--- config.mk ---
export PLATFORM = sky130hd
export DESIGN_NAME = hazard_ctrl_flat
export DESIGN_NICKNAME = d
export VERILOG_FILES = /design/src/rtl/hazard_ctrl_if.sv /design/src/rtl/hazard_ctrl.sv /design/src/flat_wrapper.sv
export SDC_FILE = /design/constraint.sdc
export NUM_CORES = 1
export LEC_CHECK = 0
export ABC_AREA = 1
export CAP_MARGIN = 5
export CORE_MARGIN = 10
export CORE_UTILIZATION = 41
export CTS_CLUSTER_DIAMETER = 100
export CTS_CLUSTER_SIZE = 24
export DETAILED_ROUTE_END_ITERATION = 16
export GPL_TIMING_DRIVEN = 0
export PLACE_DENSITY = 0.82
export SLEW_MARGIN = 20
export SYNTH_ARGS = -nofsm -noshare
export SYNTH_HDL_FRONTEND = slang
export SYNTH_SLANG_ARGS = --single-unit
--- constraint.sdc ---
create_clock -name clk -period 1.5 [get_ports clk]
set_input_delay 0.225 -clock clk [delete_from_list [all_inputs] [get_ports clk]]
set_output_delay 0.225 -clock clk [all_outputs]
set_load 0.02 [all_outputs]
--- src/rtl/hazard_ctrl_if.sv ---
// -----------------------------------------------------------------------------
// hazard_ctrl_if
// Bundle between the pipeline datapath and the hazard/sequencing controller.
//
// Pipeline -> controller:
//   RsD, RtD            decode-stage source registers
//   RsE, RtE            execute-stage source registers
//   WriteRegE/M/W       destination register of the E, M and W stages
//   RegWriteE/M/W       stage writes the register file
//   MemtoRegE/M         stage holds a load
//   BranchD, PCSrcD     branch comparing / branch or jump taken in decode
//   MdStartE, MdOpE     execute holds a mul/div; 0 = multiply, 1 = divide
// Controller -> pipeline:
//   ForwardAE/BE        ALU operand select (00 regfile, 01 WB, 10 MEM ALU)
//   ForwardAD/BD        branch comparator takes the MEM ALU result
//   StallF/D/E          hold PC, IF-ID, ID-EX
//   FlushD/E/M          bubble IF-ID, ID-EX, EX-MEM
//   MdBusy, MdDone      mul/div sequencer active / release-cycle pulse
// -----------------------------------------------------------------------------
interface hazard_ctrl_if;

    logic [4:0] RsD;
    logic [4:0] RtD;
    logic [4:0] RsE;
    logic [4:0] RtE;
    logic [4:0] WriteRegE;
    logic [4:0] WriteRegM;
    logic [4:0] WriteRegW;
    logic       RegWriteE;
    logic       RegWriteM;
    logic       RegWriteW;
    logic       MemtoRegE;
    logic       MemtoRegM;
    logic       BranchD;
    logic       PCSrcD;
    logic       MdStartE;
    logic       MdOpE;

    logic [1:0] ForwardAE;
    logic [1:0] ForwardBE;
    logic       ForwardAD;
    logic       ForwardBD;
    logic       StallF;
    logic       StallD;
    logic       StallE;
    logic       FlushD;
    logic       FlushE;
    logic       FlushM;
    logic       MdBusy;
    logic       MdDone;

    // Pipeline side: drives register numbers and stage flags, consumes controls.
    modport master (
        output RsD, RtD, RsE, RtE,
        output WriteRegE, WriteRegM, WriteRegW,
        output RegWriteE, RegWriteM, RegWriteW,
        output MemtoRegE, MemtoRegM,
        output BranchD, PCSrcD,
        output MdStartE, MdOpE,
        input  ForwardAE, ForwardBE, ForwardAD, ForwardBD,
        input  StallF, StallD, StallE,
        input  FlushD, FlushE, FlushM,
        input  MdBusy, MdDone
    );

    // Controller side.
    modport slave (
        input  RsD, RtD, RsE, RtE,
        input  WriteRegE, WriteRegM, WriteRegW,
        input  RegWriteE, RegWriteM, RegWriteW,
        input  MemtoRegE, MemtoRegM,
        input  BranchD, PCSrcD,
        input  MdStartE, MdOpE,
        output ForwardAE, ForwardBE, ForwardAD, ForwardBD,
        output StallF, StallD, StallE,
        output FlushD, FlushE, FlushM,
        output MdBusy, MdDone
    );

endinterface

--- src/rtl/hazard_ctrl.sv ---
// -----------------------------------------------------------------------------
// hazard_ctrl
// Hazard and sequencing controller for the 5-stage core. Produces the operand
// forwarding selects, load-use / branch-compare stalls, pipeline flushes, and
// holds a multi-cycle multiply/divide in execute for a fixed latency.
//
// Ports:
//   clk    core clock, all state on the rising edge
//   rst_n  asynchronous active-low reset
//   hz     hazard_ctrl_if.slave (see interface for signal list)
//
// All forward/stall/flush/MdBusy/MdDone outputs are combinational from the
// interface inputs and the sequencer state; only the sequencer is registered.
// -----------------------------------------------------------------------------
module hazard_ctrl #(
    parameter int unsigned MUL_LAT = 4,
    parameter int unsigned DIV_LAT = 32,
    parameter int unsigned CNT_W   = 6
) (
    input  logic         clk,
    input  logic         rst_n,
    hazard_ctrl_if.slave hz
);

    localparam int unsigned REG_W = 5;

    // Counter preload: hold lasts LAT cycles including the start cycle.
    localparam logic [CNT_W-1:0] MUL_LOAD = CNT_W'(MUL_LAT - 1);
    localparam logic [CNT_W-1:0] DIV_LOAD = CNT_W'(DIV_LAT - 1);

    typedef enum logic {
        MD_IDLE = 1'b0,
        MD_BUSY = 1'b1
    } mdState_t;

    mdState_t         mdState;
    mdState_t         mdStateNext;
    logic [CNT_W-1:0] cnt;
    logic [CNT_W-1:0] cntNext;

    logic mdHold;
    logic mdDone;
    logic lwStall;
    logic branchStall;
    logic hazStall;

    // Register 0 is hard-wired, so it never creates a dependence.
    function automatic logic regMatch(input logic [REG_W-1:0] a,
                                      input logic [REG_W-1:0] b);
        return (a != '0) && (a == b);
    endfunction

    // Execute-stage operand select; memory stage holds the younger value.
    function automatic logic [1:0] fwdSel(input logic [REG_W-1:0] src,
                                          input logic             regWrM,
                                          input logic [REG_W-1:0] wrM,
                                          input logic             regWrW,
                                          input logic [REG_W-1:0] wrW);
        logic [1:0] sel;
        sel = 2'b00;
        if (regWrM && regMatch(wrM, src)) begin
            sel = 2'b10;
        end else if (regWrW && regMatch(wrW, src)) begin
            sel = 2'b01;
        end
        return sel;
    endfunction

    // Forwarding selects for the ALU and the decode-stage branch comparator.
    always_comb begin
        hz.ForwardAE = fwdSel(hz.RsE, hz.RegWriteM, hz.WriteRegM,
                              hz.RegWriteW, hz.WriteRegW);
        hz.ForwardBE = fwdSel(hz.RtE, hz.RegWriteM, hz.WriteRegM,
                              hz.RegWriteW, hz.WriteRegW);
        hz.ForwardAD = hz.RegWriteM && regMatch(hz.WriteRegM, hz.RsD);
        hz.ForwardBD = hz.RegWriteM && regMatch(hz.WriteRegM, hz.RtD);
    end

    // Data hazards seen from decode.
    always_comb begin
        lwStall     = 1'b0;
        branchStall = 1'b0;

        if (hz.MemtoRegE &&
            (regMatch(hz.WriteRegE, hz.RsD) || regMatch(hz.WriteRegE, hz.RtD))) begin
            lwStall = 1'b1;
        end

        // Branch compares in decode: an ALU result still in E, or a load
        // still in M, cannot be forwarded in time.
        if (hz.BranchD) begin
            if (hz.RegWriteE &&
                (regMatch(hz.WriteRegE, hz.RsD) || regMatch(hz.WriteRegE, hz.RtD))) begin
                branchStall = 1'b1;
            end
            if (hz.MemtoRegM &&
                (regMatch(hz.WriteRegM, hz.RsD) || regMatch(hz.WriteRegM, hz.RtD))) begin
                branchStall = 1'b1;
            end
        end

        hazStall = lwStall | branchStall;
    end

    // Mul/div sequencer state register.
    always_ff @(posedge clk or negedge rst_n) begin
        if (!rst_n) begin
            mdState <= MD_IDLE;
            cnt     <= '0;
        end else begin
            mdState <= mdStateNext;
            cnt     <= cntNext;
        end
    end

    // Mul/div sequencer next state and hold/done decode.
    always_comb begin
        mdStateNext = mdState;
        cntNext     = cnt;
        mdHold      = 1'b0;
        mdDone      = 1'b0;

        unique case (mdState)
            MD_IDLE: begin
                if (hz.MdStartE) begin
                    mdHold      = 1'b1;
                    mdStateNext = MD_BUSY;
                    cntNext     = hz.MdOpE ? DIV_LOAD : MUL_LOAD;
                end
            end
            MD_BUSY: begin
                // Start/op inputs are ignored here; the latency is committed.
                if (cnt != '0) begin
                    mdHold  = 1'b1;
                    cntNext = cnt - CNT_W'(1);
                end else begin
                    mdDone      = 1'b1;
                    mdStateNext = MD_IDLE;
                end
            end
            default: begin
                mdStateNext = MD_IDLE;
                cntNext     = '0;
            end
        endcase

        // While reset is asserted the sequencer is idle and must not hold.
        if (!rst_n) begin
            mdHold = 1'b0;
            mdDone = 1'b0;
        end
    end

    // Stall / flush fan-out. A held mul/div is never flushed out of execute.
    always_comb begin
        hz.StallF = hazStall | mdHold;
        hz.StallD = hazStall | mdHold;
        hz.StallE = mdHold;
        hz.FlushM = mdHold;
        hz.FlushE = hazStall & ~mdHold;
        hz.FlushD = hz.PCSrcD & ~(hazStall | mdHold);
        hz.MdBusy = ((mdState == MD_BUSY) && rst_n) | mdHold;
        hz.MdDone = mdDone;
    end

endmodule

--- src/flat_wrapper.sv ---
// flat-port wrapper written by rule: the top's interface ports become plain ports
module hazard_ctrl_flat 
#(
    parameter int unsigned MUL_LAT = 4,
    parameter int unsigned DIV_LAT = 32,
    parameter int unsigned CNT_W   = 6
)
  (clk, rst_n, hz_RsD, hz_RtD, hz_RsE, hz_RtE, hz_WriteRegE, hz_WriteRegM, hz_WriteRegW, hz_RegWriteE, hz_RegWriteM, hz_RegWriteW, hz_MemtoRegE, hz_MemtoRegM, hz_BranchD, hz_PCSrcD, hz_MdStartE, hz_MdOpE, hz_ForwardAE, hz_ForwardBE, hz_ForwardAD, hz_ForwardBD, hz_StallF, hz_StallD, hz_StallE, hz_FlushD, hz_FlushE, hz_FlushM, hz_MdBusy, hz_MdDone);
  hazard_ctrl_if hz_i ();
  input  logic clk;
  input  logic rst_n;
  input wire logic [$bits(hz_i.RsD)-1:0] hz_RsD;
  input wire logic [$bits(hz_i.RtD)-1:0] hz_RtD;
  input wire logic [$bits(hz_i.RsE)-1:0] hz_RsE;
  input wire logic [$bits(hz_i.RtE)-1:0] hz_RtE;
  input wire logic [$bits(hz_i.WriteRegE)-1:0] hz_WriteRegE;
  input wire logic [$bits(hz_i.WriteRegM)-1:0] hz_WriteRegM;
  input wire logic [$bits(hz_i.WriteRegW)-1:0] hz_WriteRegW;
  input wire logic [$bits(hz_i.RegWriteE)-1:0] hz_RegWriteE;
  input wire logic [$bits(hz_i.RegWriteM)-1:0] hz_RegWriteM;
  input wire logic [$bits(hz_i.RegWriteW)-1:0] hz_RegWriteW;
  input wire logic [$bits(hz_i.MemtoRegE)-1:0] hz_MemtoRegE;
  input wire logic [$bits(hz_i.MemtoRegM)-1:0] hz_MemtoRegM;
  input wire logic [$bits(hz_i.BranchD)-1:0] hz_BranchD;
  input wire logic [$bits(hz_i.PCSrcD)-1:0] hz_PCSrcD;
  input wire logic [$bits(hz_i.MdStartE)-1:0] hz_MdStartE;
  input wire logic [$bits(hz_i.MdOpE)-1:0] hz_MdOpE;
  output wire logic [$bits(hz_i.ForwardAE)-1:0] hz_ForwardAE;
  output wire logic [$bits(hz_i.ForwardBE)-1:0] hz_ForwardBE;
  output wire logic [$bits(hz_i.ForwardAD)-1:0] hz_ForwardAD;
  output wire logic [$bits(hz_i.ForwardBD)-1:0] hz_ForwardBD;
  output wire logic [$bits(hz_i.StallF)-1:0] hz_StallF;
  output wire logic [$bits(hz_i.StallD)-1:0] hz_StallD;
  output wire logic [$bits(hz_i.StallE)-1:0] hz_StallE;
  output wire logic [$bits(hz_i.FlushD)-1:0] hz_FlushD;
  output wire logic [$bits(hz_i.FlushE)-1:0] hz_FlushE;
  output wire logic [$bits(hz_i.FlushM)-1:0] hz_FlushM;
  output wire logic [$bits(hz_i.MdBusy)-1:0] hz_MdBusy;
  output wire logic [$bits(hz_i.MdDone)-1:0] hz_MdDone;
  assign hz_i.RsD = hz_RsD;
  assign hz_i.RtD = hz_RtD;
  assign hz_i.RsE = hz_RsE;
  assign hz_i.RtE = hz_RtE;
  assign hz_i.WriteRegE = hz_WriteRegE;
  assign hz_i.WriteRegM = hz_WriteRegM;
  assign hz_i.WriteRegW = hz_WriteRegW;
  assign hz_i.RegWriteE = hz_RegWriteE;
  assign hz_i.RegWriteM = hz_RegWriteM;
  assign hz_i.RegWriteW = hz_RegWriteW;
  assign hz_i.MemtoRegE = hz_MemtoRegE;
  assign hz_i.MemtoRegM = hz_MemtoRegM;
  assign hz_i.BranchD = hz_BranchD;
  assign hz_i.PCSrcD = hz_PCSrcD;
  assign hz_i.MdStartE = hz_MdStartE;
  assign hz_i.MdOpE = hz_MdOpE;
  assign hz_ForwardAE = hz_i.ForwardAE;
  assign hz_ForwardBE = hz_i.ForwardBE;
  assign hz_ForwardAD = hz_i.ForwardAD;
  assign hz_ForwardBD = hz_i.ForwardBD;
  assign hz_StallF = hz_i.StallF;
  assign hz_StallD = hz_i.StallD;
  assign hz_StallE = hz_i.StallE;
  assign hz_FlushD = hz_i.FlushD;
  assign hz_FlushE = hz_i.FlushE;
  assign hz_FlushM = hz_i.FlushM;
  assign hz_MdBusy = hz_i.MdBusy;
  assign hz_MdDone = hz_i.MdDone;
  hazard_ctrl #(.MUL_LAT(MUL_LAT), .DIV_LAT(DIV_LAT), .CNT_W(CNT_W)) u_core (.clk(clk), .rst_n(rst_n), .hz(hz_i));
endmodule
==> summary.txt <==
Status
  • Status: finished with violations
  • Failing checks: negative setup slack

Synthesis
  • Sequential fraction of the synthesis area: 14.57%
  • Mapped Cells: 205
  • Syn. warnings: 0
  • Synthesized Nets: 253
  • FF+latch count, synth: 7
  • Post-synth cell types: 34
  • Syn Area/Cell: 5.865 sq um
  • Synthesized area: 1202 sq um

STA
  • Tightest Pin Transition: 0.3750 ns
  • Setup Viol. Count Final: 7
  • Crit path time final: 1.720 ns
  • Fmax: 581.2 MHz
  • Clock skew: 0.01039 ns
  • Worst Setup Slack, final: -0.2205 ns
  • Final Cycle Share: 114.7%
  • RSZ-0062 raised after global routing: true
  • Hold Vio Cnt, Final: 0
  • Rel. slew slack: 74.81%
  • Final max-slew violation count: 0

Setup path
  • WS Path Type: flop to primary output
  • CP cell instances: nor2_4 -> nand4_4 -> nand2_4 -> inv_6 -> nand2_4 -> nand3_4 -> buf_6 -> buf_6
  • Req. time, crit path: 1.27 ns
  • Crit-path max cell delay: 0.44 ns
  • Worst-path fanout max: 4
  • Top delay family on crit path: simple AND/OR/NAND/NOR gates
  • Buf/Inv on CP: 3
  • Crit-path slowest cell: dfrtp_2
  • Crit path launch type: flop
  • Worst EP arrival: 1.50 ns
  • Crit end category: primary output

Power
  • Comb power frac: 67.0%
  • Leakage: 1.056 nW
  • Switching Share: 45.39%
  • Overall Power: 0.001768 W
  • Net Switching: 0.0008026 W
  • Clk pwr share: 10.0%
  • Sequential power share: 23.0%
  • Peak VDD IR: 0.9910 mV
  • Pwr/cell area: 862.8 nW/um^2
  • P_int: 0.0009658 W

Global route
  • Vias in the first global route: 1522
  • First-pass GRT wire length: 6.934 mm
  • Grt ovf: 0
  • Largest net degree at the start of global routing: 9
  • All-Layer GR Usage: 15.21%
  • Antenna violations before repair: 0

Routing
  • Initial DRC count: 68
  • DR WL/cell: 13.48 microns
  • DRT Wirelength: 4.218 mm
  • Residual DRC: 0
  • DR pass1 iterations: 4
  • Antenna Nets Post-Route: 0
  • Drt via density: 4.939
  • DR vias: 1546

Cells and area
  • Most frequent cells in the layout: nand2_1 (58), dlygate4sd2_1 (24), inv_1 (22)
  • Fillcell total: 222
  • Layout net count: 331
  • Most common cell after layout, fill and taps aside: nand2_1
  • Post-route cell area: 2049 sq um
  • Ant diodes: 0
  • Area grow syn2layout: 70.45%
  • Layout cell share with drive strength beyond 1: 34.40%
  • Multi-input gate area: 985.9 sq um
  • Final non-filler cell total: 313
  • FF+latch area: 178.9 sq um

Placed design
  • HPWL Detailed: 3.237 mm
  • DP Cell Count: 293
  • DP Area: 1834 sq um
  • Worst Setup Slack post-DPL: -1.006 ns
  • PortBufs: 57
  • Final Wtd Congestion: 0.8772

CTS
  • Clk sink count: 7
  • Clk Latency, worst-skew pair: 0.26 ns
  • Depth of the CTS H-tree: 1
  • Clock buffer depth: 2
  • Clk pin slew, worst setup/hold paths: 0.06 ns
  • TritonCTS clock tree: done
  • Number of CTS-inserted buffers: 3
  • Clk root buf: clkbuf_4

Floorplanning
  • Core area: 2781 sq um
  • Chip width: 74.16 microns
  • Die area: 5499 sq um
  • Cell row count: 19
  • Top Ports: 60
  • Initial Utilization: 43.23%
  • Die Height: 74.16 microns

Worst hold path
  • Min-Delay Path Class: input port to async pin

Job
  • # Max-Cap Violations: 0
==> metrics by stage <==
step                hold WS, ns   TNS [ns]  utilization [%]
floorplan              -0.07059  -0.001593                -
finish                   0.5666     -1.163            73.68
global placement         0.5357     -10.30            65.95
CTS                      0.5666     -1.375            71.66
detailed placement       0.5471     -10.49            65.95
global route             0.5957     -1.700            73.68
==> power groups by stage <==
stage / combinational, W / clock, W / sequential (W)
CTS: 0.00109 / 0.000183 / 0.000394
finish: 0.00118 / 0.000176 / 0.000408
detailed placement: 0.000919 / 0 / 0.000371
global route: 0.00131 / 0.000195 / 0.000415
global placement: 0.000894 / 0 / 0.000365
floorplan: 0.000609 / 0 / 0.000348
==> timing repair <==
action | CTS | global route
buffers inserted | 11 | 6
hold buffers | 1 | 0
pin swaps | 14 | 27
gates resized for setup | 144 | 42
endpoints found under the hold margin | 7 | 0
setup endpoints to repair | 14 | 13
==> final cells by class <==
class,count,share of cell area [%]
Timing Repair Buffer,73,30.34
Tap cell,31,1.893
Clock buffer,3,1.099
Inverter,38,7.692
Sequential cell,7,8.730
Multi-Input combinational cell,156,48.11
Clock inverter,1,0.2442
Buffer,4,1.893
==> Yosys cell counts (all sizes together) <==
cell / number / area (sq um)
nand2: 63 / 254.0
inv: 38 / 147.7
nor2: 26 / 105.1
a21oi: 10 / 53.80
nand3: 10 / 77.58
xor2: 9 / 78.83
o21ai: 8 / 40.03
xnor2: 8 / 70.07
dfrtp: 7 / 175.2
nor3: 5 / 25.02
buf: 4 / 31.27
nand4: 3 / 25.02
nor4: 3 / 31.28
or2: 3 / 18.77
ha: 2 / 25.02
o22ai: 2 / 12.51
a31o: 1 / 8.760
a31oi: 1 / 6.260
o2111ai: 1 / 8.760
o211ai: 1 / 7.510
==> worst reg2reg max path: stages, from the launching register on <==
cell,delay [ns]
dfrtp_1,0.39
inv_2,0.08
buf_4,0.11
nand3_1,0.11
nor3_1,0.33
nand3_2,0.10
o21ai_1,0.08
a21oi_1,0.05
==> routing by layer <==
metal / wire length [microns] / global-route usage [%] / vias to the layer above
met5: 0 / 0 / -
met1: 1605 / 16.79 / 702
met4: 48 / 3.727 / 0
met3: 262 / 4.521 / 6
li1: - / - / 799
met2: 2302 / 27.65 / 39
==> sequential cells by signal (all words and copies together) (netlist names) <==
name / cells
u_core.mdState: 1
u_core.cnt: 6
==> cells by family (layout without fill, tap and decap cells) <==
kind of cell | after synthesis | count (layout) | share of synthesized area (%)
compound gates | 24 | 24 | 11.45
xor+xnor | 17 | 17 | 12.38
fa+ha+maj | 2 | 2 | 2.081
flops | 7 | 7 | 14.57
buf+inv | 42 | 119 | 14.88
simple gates | 113 | 113 | 44.64
==> final timing paths <==
| check | start | endpoint | slack [ns] | cells past startpoint |
|---|---|---|---|---|
| setup / recovery | u_core.cnt[3] | hz_StallF | -0.22 | 8 |
| hold / removal | rst_n | u_core.cnt[2] | 0.57 | 2 |
| setup reg to reg | u_core.cnt[1] | u_core.cnt[5] | 0.13 | 7 |
| hold reg to reg | u_core.cnt[1] | u_core.cnt[1] | 0.58 | 2 |
| max in group asynchronous | rst_n | u_core.cnt[4] | 0.65 | 2 |
| min in group clk | u_core.cnt[1] | u_core.cnt[1] | 0.58 | 2 |
(Power assumes the default switching activity.)
